### src/rtl/trig_readout_scheduler.sv
`default_nettype none
// ============================================================================
// trig_readout_scheduler: pops TTC trigger words, issues one readout command
// per word, waits for completion (with timeout) and holds off before re-arming.
// Revision: 1.0
// ============================================================================
module trig_readout_scheduler #(
  parameter logic [23:0] TIMEOUT_CYCLES = 24'd4000000,
  parameter logic [7:0]  HOLDOFF_CYCLES = 8'd4
) (
  input  logic         clk,
  input  logic         reset,
  input  logic         enable,
  input  logic         clear_errors,
  input  logic         trig_valid,
  input  logic [127:0] trig_data,
  output logic         trig_ready,
  output logic         cmd_valid,
  input  logic         cmd_ready,
  output logic [1:0]   cmd_type,
  output logic [23:0]  cmd_trig_num,
  output logic [23:0]  cmd_event_cnt,
  output logic [4:0]   cmd_trig_type,
  output logic [43:0]  cmd_timestamp,
  input  logic         readout_done,
  output logic         acq_ready,
  output logic [2:0]   state,
  output logic [31:0]  readouts_done_cnt,
  output logic [15:0]  timeout_cnt,
  output logic         error_timeout,
  output logic         error_seq,
  output logic         error_spurious
);

  typedef enum logic [2:0] {
    S_IDLE      = 3'd0,
    S_ISSUE     = 3'd1,
    S_WAIT_DONE = 3'd2,
    S_HOLDOFF   = 3'd3,
    S_TIMEOUT   = 3'd4
  } state_t;

  state_t      r_state;
  state_t      w_next;
  logic [23:0] r_wait_cnt;
  logic [7:0]  r_hold_cnt;
  logic [1:0]  r_cmd_type;
  logic [23:0] r_trig_num;
  logic [23:0] r_event_cnt;
  logic [4:0]  r_trig_type;
  logic [43:0] r_timestamp;
  logic [31:0] r_done_cnt;
  logic [15:0] r_timeout_cnt;
  logic        r_err_timeout;
  logic        r_err_seq;
  logic        r_err_spurious;
  logic        r_seq_armed;
  logic [23:0] r_prev_num;

  logic w_trig_ready;
  logic w_pop;
  logic w_handshake;
  logic w_done_ok;
  logic w_expire;
  logic w_hold_end;
  logic w_seq_bad;
  logic w_unused_bits;

  // Gated by reset so no word is popped (and lost) while the block is held in reset.
  assign w_trig_ready = (r_state == S_IDLE) & enable & ~reset;
  assign w_pop        = w_trig_ready & trig_valid;
  assign w_handshake  = (r_state == S_ISSUE) & cmd_ready;
  assign w_done_ok    = (r_state == S_WAIT_DONE) & readout_done;
  assign w_expire     = (r_state == S_WAIT_DONE) & ~readout_done &
                        (r_wait_cnt == TIMEOUT_CYCLES - 24'd1);
  assign w_hold_end   = (r_state == S_HOLDOFF) & (r_hold_cnt == HOLDOFF_CYCLES - 8'd1);
  assign w_seq_bad    = r_seq_armed & (trig_data[67:44] != r_prev_num + 24'd1);
  assign w_unused_bits = ^{trig_data[127:103], trig_data[101:98]};

  always_comb begin
    w_next = r_state;
    case (r_state)
      S_IDLE:      if (w_pop) w_next = S_ISSUE;
      S_ISSUE:     if (cmd_ready) w_next = S_WAIT_DONE;
      S_WAIT_DONE: begin
        if (readout_done)  w_next = (HOLDOFF_CYCLES == 8'd0) ? S_IDLE : S_HOLDOFF;
        else if (w_expire) w_next = S_TIMEOUT;
      end
      S_HOLDOFF:   if (w_hold_end) w_next = S_IDLE;
      S_TIMEOUT:   if (clear_errors) w_next = S_IDLE;
      default:     w_next = S_IDLE;
    endcase
  end

  always_ff @(posedge clk) begin
    if (reset) r_state <= S_IDLE;
    else       r_state <= w_next;
  end

  always_ff @(posedge clk) begin
    if (reset) begin
      r_wait_cnt     <= '0;
      r_hold_cnt     <= '0;
      r_cmd_type     <= '0;
      r_trig_num     <= '0;
      r_event_cnt    <= '0;
      r_trig_type    <= '0;
      r_timestamp    <= '0;
      r_done_cnt     <= '0;
      r_timeout_cnt  <= '0;
      r_err_timeout  <= 1'b0;
      r_err_seq      <= 1'b0;
      r_err_spurious <= 1'b0;
      r_seq_armed    <= 1'b0;
      r_prev_num     <= '0;
    end else begin
      if (w_handshake)                    r_wait_cnt <= '0;
      else if (r_state == S_WAIT_DONE)    r_wait_cnt <= r_wait_cnt + 24'd1;

      if (w_done_ok)                      r_hold_cnt <= '0;
      else if (r_state == S_HOLDOFF)      r_hold_cnt <= r_hold_cnt + 8'd1;

      if (w_pop) begin
        r_cmd_type  <= trig_data[97] ? 2'd1 : (trig_data[102] ? 2'd2 : 2'd0);
        r_trig_num  <= trig_data[67:44];
        r_event_cnt <= trig_data[91:68];
        r_trig_type <= trig_data[96:92];
        r_timestamp <= trig_data[43:0];
        r_prev_num  <= trig_data[67:44];
      end

      if (w_done_ok) r_done_cnt <= r_done_cnt + 32'd1;
      if (w_expire && r_timeout_cnt != 16'hFFFF) r_timeout_cnt <= r_timeout_cnt + 16'd1;

      r_err_timeout <= (w_next == S_TIMEOUT);

      // A word popped on the clear cycle becomes the new sequence reference.
      if (clear_errors) begin
        r_err_seq      <= 1'b0;
        r_err_spurious <= 1'b0;
        r_seq_armed    <= w_pop;
      end else begin
        if (w_pop) begin
          r_seq_armed <= 1'b1;
          if (w_seq_bad) r_err_seq <= 1'b1;
        end
        if (readout_done && r_state != S_WAIT_DONE) r_err_spurious <= 1'b1;
      end
    end
  end

  assign trig_ready        = w_trig_ready;
  assign cmd_valid         = (r_state == S_ISSUE);
  assign cmd_type          = r_cmd_type;
  assign cmd_trig_num      = r_trig_num;
  assign cmd_event_cnt     = r_event_cnt;
  assign cmd_trig_type     = r_trig_type;
  assign cmd_timestamp     = r_timestamp;
  assign acq_ready         = (r_state == S_IDLE) & enable & ~r_err_timeout & ~reset;
  assign state             = r_state;
  assign readouts_done_cnt = r_done_cnt;
  assign timeout_cnt       = r_timeout_cnt;
  assign error_timeout     = r_err_timeout;
  assign error_seq         = r_err_seq;
  assign error_spurious    = r_err_spurious;

endmodule
`default_nettype wire
### config.mk
export PLATFORM = sky130hd
export DESIGN_NAME = trig_readout_scheduler
export DESIGN_NICKNAME = d
export VERILOG_FILES = /design/src/rtl/trig_readout_scheduler.sv
export SDC_FILE = /design/constraint.sdc
export NUM_CORES = 1
export LEC_CHECK = 0
export ABC_AREA = 1
export CELL_PAD_IN_SITES_DETAIL_PLACEMENT = 0
export CELL_PAD_IN_SITES_GLOBAL_PLACEMENT = 1
export CORE_ASPECT_RATIO = 0.9
export CORE_MARGIN = 1
export CORE_UTILIZATION = 29
export CTS_CLUSTER_DIAMETER = 200
export DETAILED_ROUTE_END_ITERATION = 10
export MAX_ROUTING_LAYER = met4
export PLACE_DENSITY = 0.8
export SYNTH_ARGS = -nofsm -noshare
export SYNTH_HDL_FRONTEND = slang
export SYNTH_SLANG_ARGS = --single-unit
### constraint.sdc
create_clock -name clk -period 1.8 [get_ports clk]
set_clock_uncertainty 0.15 [all_clocks]
set_input_delay 0.36 -clock clk [delete_from_list [all_inputs] [get_ports clk]]
set_output_delay 0.36 -clock clk [all_outputs]
set_load 0.01 [all_outputs]
Yosys cells after proc, flatten, opt, wreduce, memory -nomap -nowiden --
Cells that the tools add are included.
Storage, ports and cells: output and inout port bits 156, logic and storage cells 62, bits of input ports 135, flip-flop bits (word level) 186
Cells by class: equality and inequality tests 10, reduce and logical (&&, ||, !) cells 8, muxes and demuxes 11, bitwise logic cells 14, add/sub/neg operators 5
Operators by type and width (count):
- 24-bit by 1-bit adder with 24-bit output (second input constant) | 2
- 32-bit by 1-bit adder with 32-bit output (second input constant) | 1
- 24-bit by 22-bit == test with 1-bit output (second input constant) | 1
- 24-bit inequality test | 1
- 3-bit two-way mux | 6
- 16-bit by 1-bit adder with 16-bit output (second input constant) | 1
- 16-bit inequality test (second input constant) | 1
- 3-bit one-hot mux with 5 select lines | 1
- 1-bit bitwise AND | 11
- 8-bit by 1-bit adder with 8-bit output (second input constant) | 1
- 8-bit by 2-bit == test with 1-bit output (second input constant) | 1
- 3-bit by 2-bit == test with 1-bit output (second input constant) | 2
- 3-bit == test (second input constant) | 2
- 2-bit OR reduction | 3
- 2-bit two-way mux | 2
- 3-bit by 1-bit == test with 1-bit output (second input constant) | 1
- 3-bit logical NOT | 1
- 3-bit by 2-bit inequality test with 1-bit output (second input constant) | 1
- 1-bit NOT | 3
- 1-bit logical AND | 2
- 1-bit two-way mux | 2
- 2-bit AND reduction | 1
- 2-bit nonzero test | 1

Logic depth before layout (Yosys ltp) --
word-level depth 7, gate-level depth with buffers 15, gate-level depth less buffers 15

Worst setup path before layout --
Ideal clock, no wire load.
path type register to register, from register r_prev_num[0], to register r_err_seq, in the netlist error_seq, path buffers 0, period minus slack after synthesis 1.922 ns, setup time 0.116 ns, data arrival time 1.656 ns, required time 1.534 ns, stages on the path, launching flop included 15, slack -0.122 ns, cells stage by stage dfxtp_1 ha_1 nand2_1 nor2_1 nand2_1 nor2_1 nand2_1 nand2_1 nand2_1 nor2_1 nand2_1 nor2_1 nand2_1 nand3_1 a21oi_1
Between the ends: word-level cells in the longest chain between the ends 4
RTL lines:
- start, declared | RTL line 58 | logic [23:0] r_prev_num;
- start signal, assigned | RTL line 129 | r_prev_num <= trig_data[67:44];
- 24-bit by 1-bit adder with 24-bit output | RTL line 77 | assign w_seq_bad = r_seq_armed & (trig_data[67:44] != r_prev_num + 24'd1);
- 24-bit inequality test | RTL line 77
- 1-bit bitwise AND | RTL line 77
- 2-bit AND reduction (no line)
- end signal, assigned | RTL line 112 | r_err_seq <= 1'b0;
- end signal, assigned | RTL line 139 | r_err_seq <= 1'b0;
- end signal, assigned | RTL line 145 | if (w_seq_bad) r_err_seq <= 1'b1;
- end, declared | RTL line 55 | logic r_err_seq;
Every way passes these cells. A chain may end at the register's enable or synchronous reset.

Worst setup path after layout --
from register r_state[1], in the netlist state[1], to register r_prev_num[7]
Between the ends: word-level cells in the longest chain between the ends 4
RTL lines:
- start, declared | RTL line 43 | state_t r_state;
- start signal, assigned | RTL line 97 | else r_state <= w_next;
- 3-bit logical NOT | RTL line 70 | assign w_trig_ready = (r_state == S_IDLE) & enable & ~reset;
- 1-bit bitwise AND (2 in a row) | RTL line 70
- 1-bit bitwise AND | RTL line 71 | assign w_pop = w_trig_ready & trig_valid;
Every way passes these cells.

==> results by group <==
Logic synthesis
  – Area share of fa/ha/maj cells after synthesis: 0.699%
  – XOR/XNOR Fraction of Synth Area: 4.40%
  – Syn avg cell area: 7.02 um^2
  – Post-synthesis compound-gate area fraction: 12.2%
  – Mux contribution to synthesized area: 0%
  – Fraction of registers with async set/reset: 0%
  – Post-Syn Nets: 1,414
  – Simple-gate portion of the synthesized area: 33.1%
  – Register area share after synthesis: 41.6%
  – Synth Flop Type: dfxtp_1
  – Post-Synthesis Cells: 1,274
  – Yosys reg bits: 186
  – EDFF count, synth: 0
  – Synthesis warning total: 0
  – Cell area after synthesis: 8950 um^2
  – Distinct cells, synth: 45
  – Largest family of logic cells by synthesized area: simple AND/OR/NAND/NOR gates

Placed design
  – GPL Wtd Cong: 0.859
  – # port buffers: 261
  – Place WS: -0.555 ns
  – Post-DP HPWL: 22,800 um

STA
  – Fin crit period: 1.97 ns
  – Final Worst Setup Slack: -0.167 ns
  – Setup-failing EPs final: 126
  – Fin. Hold Viols: 0
  – Sum Neg Setup Slack: -11.63 ns
  – Max Clk Rate: 508 MHz
  – RSZ-0062 raised after global routing: yes
  – Headroom to the max-slew limit: 66.8%
  – Slew Limit Fails: 0
  – Worst slew pin tran: 0.499 ns
  – Final Cycle Share: 109%

Drt
  – Initial DRC count: 494
  – Residual DRC: 0
  – Drt pass-1 iters: 4
  – WL final: 32,400 um
  – Vias per std cell: 4.63
  – Mean routed wirelength per cell: 14.9 um
  – Detail Route Antenna Nets: 0
  – Routed vias: 10.0k

Worst hold path
  – Worst hold path type: flop to flop
  – Hold Startpoint: error_seq$_SDFFE_PP0P_
  – Hold endpoint: error_seq$_SDFFE_PP0P_
  – Min-Delay Path Depth: 2

Power and ir drop
  – VDD IR-drop max: 0.000673 V
  – Pwr/cell area: 642 nW/um^2
  – Power, Total: 0.0100 W
  – Leak Pwr: 7.01 nW

Setup path
  – CP arrival: 2.14 ns
  – Reg2reg start: state[1]$_SDFF_PP0_
  – RR Endpoint: r_prev_num[7]$_SDFFE_PP0P_
  – WP buf/inv: 6
  – Critical path cell sequence: buf_6 > nor2_4 > nand4_1 > buf_4 > inv_4 > buf_6 > nand2_8 > clkbuf_16 > buf_12 > o21ai_0 > a21oi_1
  – Req. time, crit path: 1.98 ns
  – Critical Path Slowest Stage Cell: dfxtp_4
  – WS Path Type: flop to flop
  – Crit-path most repeated cell: buf_6
  – Critical path fanouts, max: 9
  – Critical path capture point type: flop
  – Top delay family on crit path: buffers and inverters
  – Crit path largest cell delay: 0.36 ns
  – Startpoint type of the worst setup path: flop
  – R2r setup slk: -0.17 ns
  – R2R depth: 11

Final layout
  – P&R area growth vs syn: 73.9%
  – Share of layout cells above drive strength 1: 30.9%
  – Nets: 1,891

Global route
  – Vias in the first global route: 9,431
  – GRT Residual Overflow: 0
  – Largest net degree at the start of global routing: 63
  – Total Routing Usage GR: 19.8%
  – First-pass GRT wire length: 48,800 um
  – Initial antenna violation count: 1

Clock tree
  – Worst-path clk slew: 0.08 ns
  – CTS Hold Bufs: 0
  – Num CTS Buffers: 17
  – CTS Sinks: 186
  – Maximum clock path buffer count: 2
  – Clock Latency Late Sink: 0.44 ns
  – H-tree depth: 4
  – Clk root buf: clkbuf_16
  – CTS tree: built

Floorplanning
  – Core area: 30,100 um^2
  – Row count: 60
  – Die Wd: 187 um
  – # IOs: 291
  – Die height: 169 um
  – Starting density of the core: 29.7%
  – Die footprint: 31,600 um^2

Run status
  – Outcome: finished with violations
  – Failing checks: setup timing

Job
  – Number of max-cap violations: 0
[per-layer routing]
layer / GRT usage, % / up-vias / wire length [um] / part of all wire (%)
li1: - / 5078 / - / -
met1: 24.1 / 4696 / 14400 / 44
met2: 33.9 / 222 / 16300 / 50
met3: 3.46 / 32 / 1220 / 3.8
met4: 4.56 / 0 / 488 / 1.5
met5: - / - / 0 / 0
[area by class of cell]
class,instances,area (um^2)
clock buffers,18,439
flip-flops and latches,186,3790
multi-input cells,905,5410
well taps,403,504
repair buffers,501,4690
inverters,140,559
fillers,2900,14500
clock inverters,14,176
diodes,1,2.50
[report_power, final]
| part | internal (W) | total, W | leakage [nW] | switching (W) |
|---|---|---|---|---|
| registers | 0.00427 | 0.00436 | 1.53 | 0.0000955 |
| clock network | 0.00204 | 0.00399 | 0.302 | 0.00194 |
| logic | 0.000859 | 0.00165 | 5.18 | 0.000790 |
| total | 0.00717 | 0.0100 | 7.01 | 0.00283 |
[worst reg2reg max path, cell delays in order (launching register included)]
cell and delay, ns:
dfxtp_4 0.36, buf_6 0.12, nor2_4 0.11, nand4_1 0.12, buf_4 0.16, inv_4 0.05, buf_6 0.10, nand2_8 0.10
clkbuf_16 0.22, buf_12 0.16, o21ai_0 0.15, a21oi_1 0.05
[worst max path at each step]
stage,start,end,slack (ns),cells past startpoint
after CTS,r_prev_num[0]$_SDFFE_PP0P_,error_seq$_SDFFE_PP0P_,-0.19,14
after floorplan,state[0]$_SDFF_PP0_,readouts_done_cnt[26]$_SDFFE_PP0P_,0.002,10
after global placement,readout_done,readouts_done_cnt[26]$_SDFFE_PP0P_,-0.50,10
after detailed placement,readout_done,readouts_done_cnt[30]$_SDFFE_PP0P_,-0.56,10
after global routing,r_prev_num[1]$_SDFFE_PP0P_,error_seq$_SDFFE_PP0P_,-0.31,15
final,state[1]$_SDFF_PP0_,r_prev_num[7]$_SDFFE_PP0P_,-0.17,11
[metrics by stage]
| step | util (%) | cell area (um^2) | hold WS (ns) | cells |
|---|---|---|---|---|
| CTS | 47.6 | 14300 | 0.307 | 2134 |
| finish | 51.7 | 15600 | 0.311 | 2168 |
| global placement | 44.4 | 13400 | 0.295 | 2076 |
| detailed placement | 44.4 | 13400 | 0.298 | 2076 |
| floorplan | - | 8980 | 0.293 | 1274 |
| global route | 51.7 | 15600 | 0.327 | 2168 |
[cells in the final DEF, fill, tap and decap left out, drive strengths merged, types with 5 or more instances in the layout]
cell type      netlist  routed
nand4               30      30
buf                 11     233
o21ai              133     133
dlygate4sd2          0     151
nor2               291     291
xnor2               17      17
clkdlybuf4s50        0     104
xor2                28      28
nand2              193     193
inv                139     145
clkbuf              32      30
nor3                42      42
nor4                12      12
or2                  8       8
clkinv               1       8
nand3               59      59
a21oi               69      69
ha                   5       5
dfxtp              186     186
[cells in the mapped netlist (4+ instances only)]
library cell | n | area (um^2)
a21oi_1 | 69 | 345
buf_2 | 8 | 40.0
clkbuf_1 | 32 | 120
dfxtp_1 | 186 | 3720
ha_1 | 5 | 62.6
inv_1 | 130 | 488
inv_2 | 8 | 30.0
nand2_1 | 188 | 706
nand3_1 | 57 | 285
nand4_1 | 25 | 156
nand4_2 | 5 | 62.6
nor2_1 | 277 | 1040
nor2_2 | 7 | 43.8
nor2_4 | 6 | 67.6
nor3_1 | 34 | 170
nor3_2 | 5 | 50.1
nor4_1 | 8 | 50.1
o21a_1 | 4 | 30.0
o21ai_0 | 128 | 641
or2_2 | 5 | 31.3
xnor2_1 | 17 | 149
xor2_1 | 28 | 245
[cells by family after synthesis]
group                      after synthesis
buffers and inverters                  183
adders and majority gates                5
and+or+nand+nor                        643
AOI/OAI and AO/OA                      212
xor gates and xnor gates                45
DFF                                    186
[registers in the layout (all words and copies together) (netlist names)]
signal,cells
r_wait_cnt,24
error_spurious,1
r_seq_armed,1
timeout_cnt,16
error_timeout,1
cmd_event_cnt,24
state,3
r_prev_num,24
cmd_trig_type,5
error_seq,1
cmd_timestamp,44
readouts_done_cnt,32
r_hold_cnt,8
cmd_type,2
[repair_timing]
action / CTS / global route
setup endpoints to repair: 202 / 158
pin swaps: 49 / 68
cloned: 0 / 10
setup buffers: 26 / 31
resized for setup: 293 / 256
No activity file was read; power rests on OpenSTA's default activity.
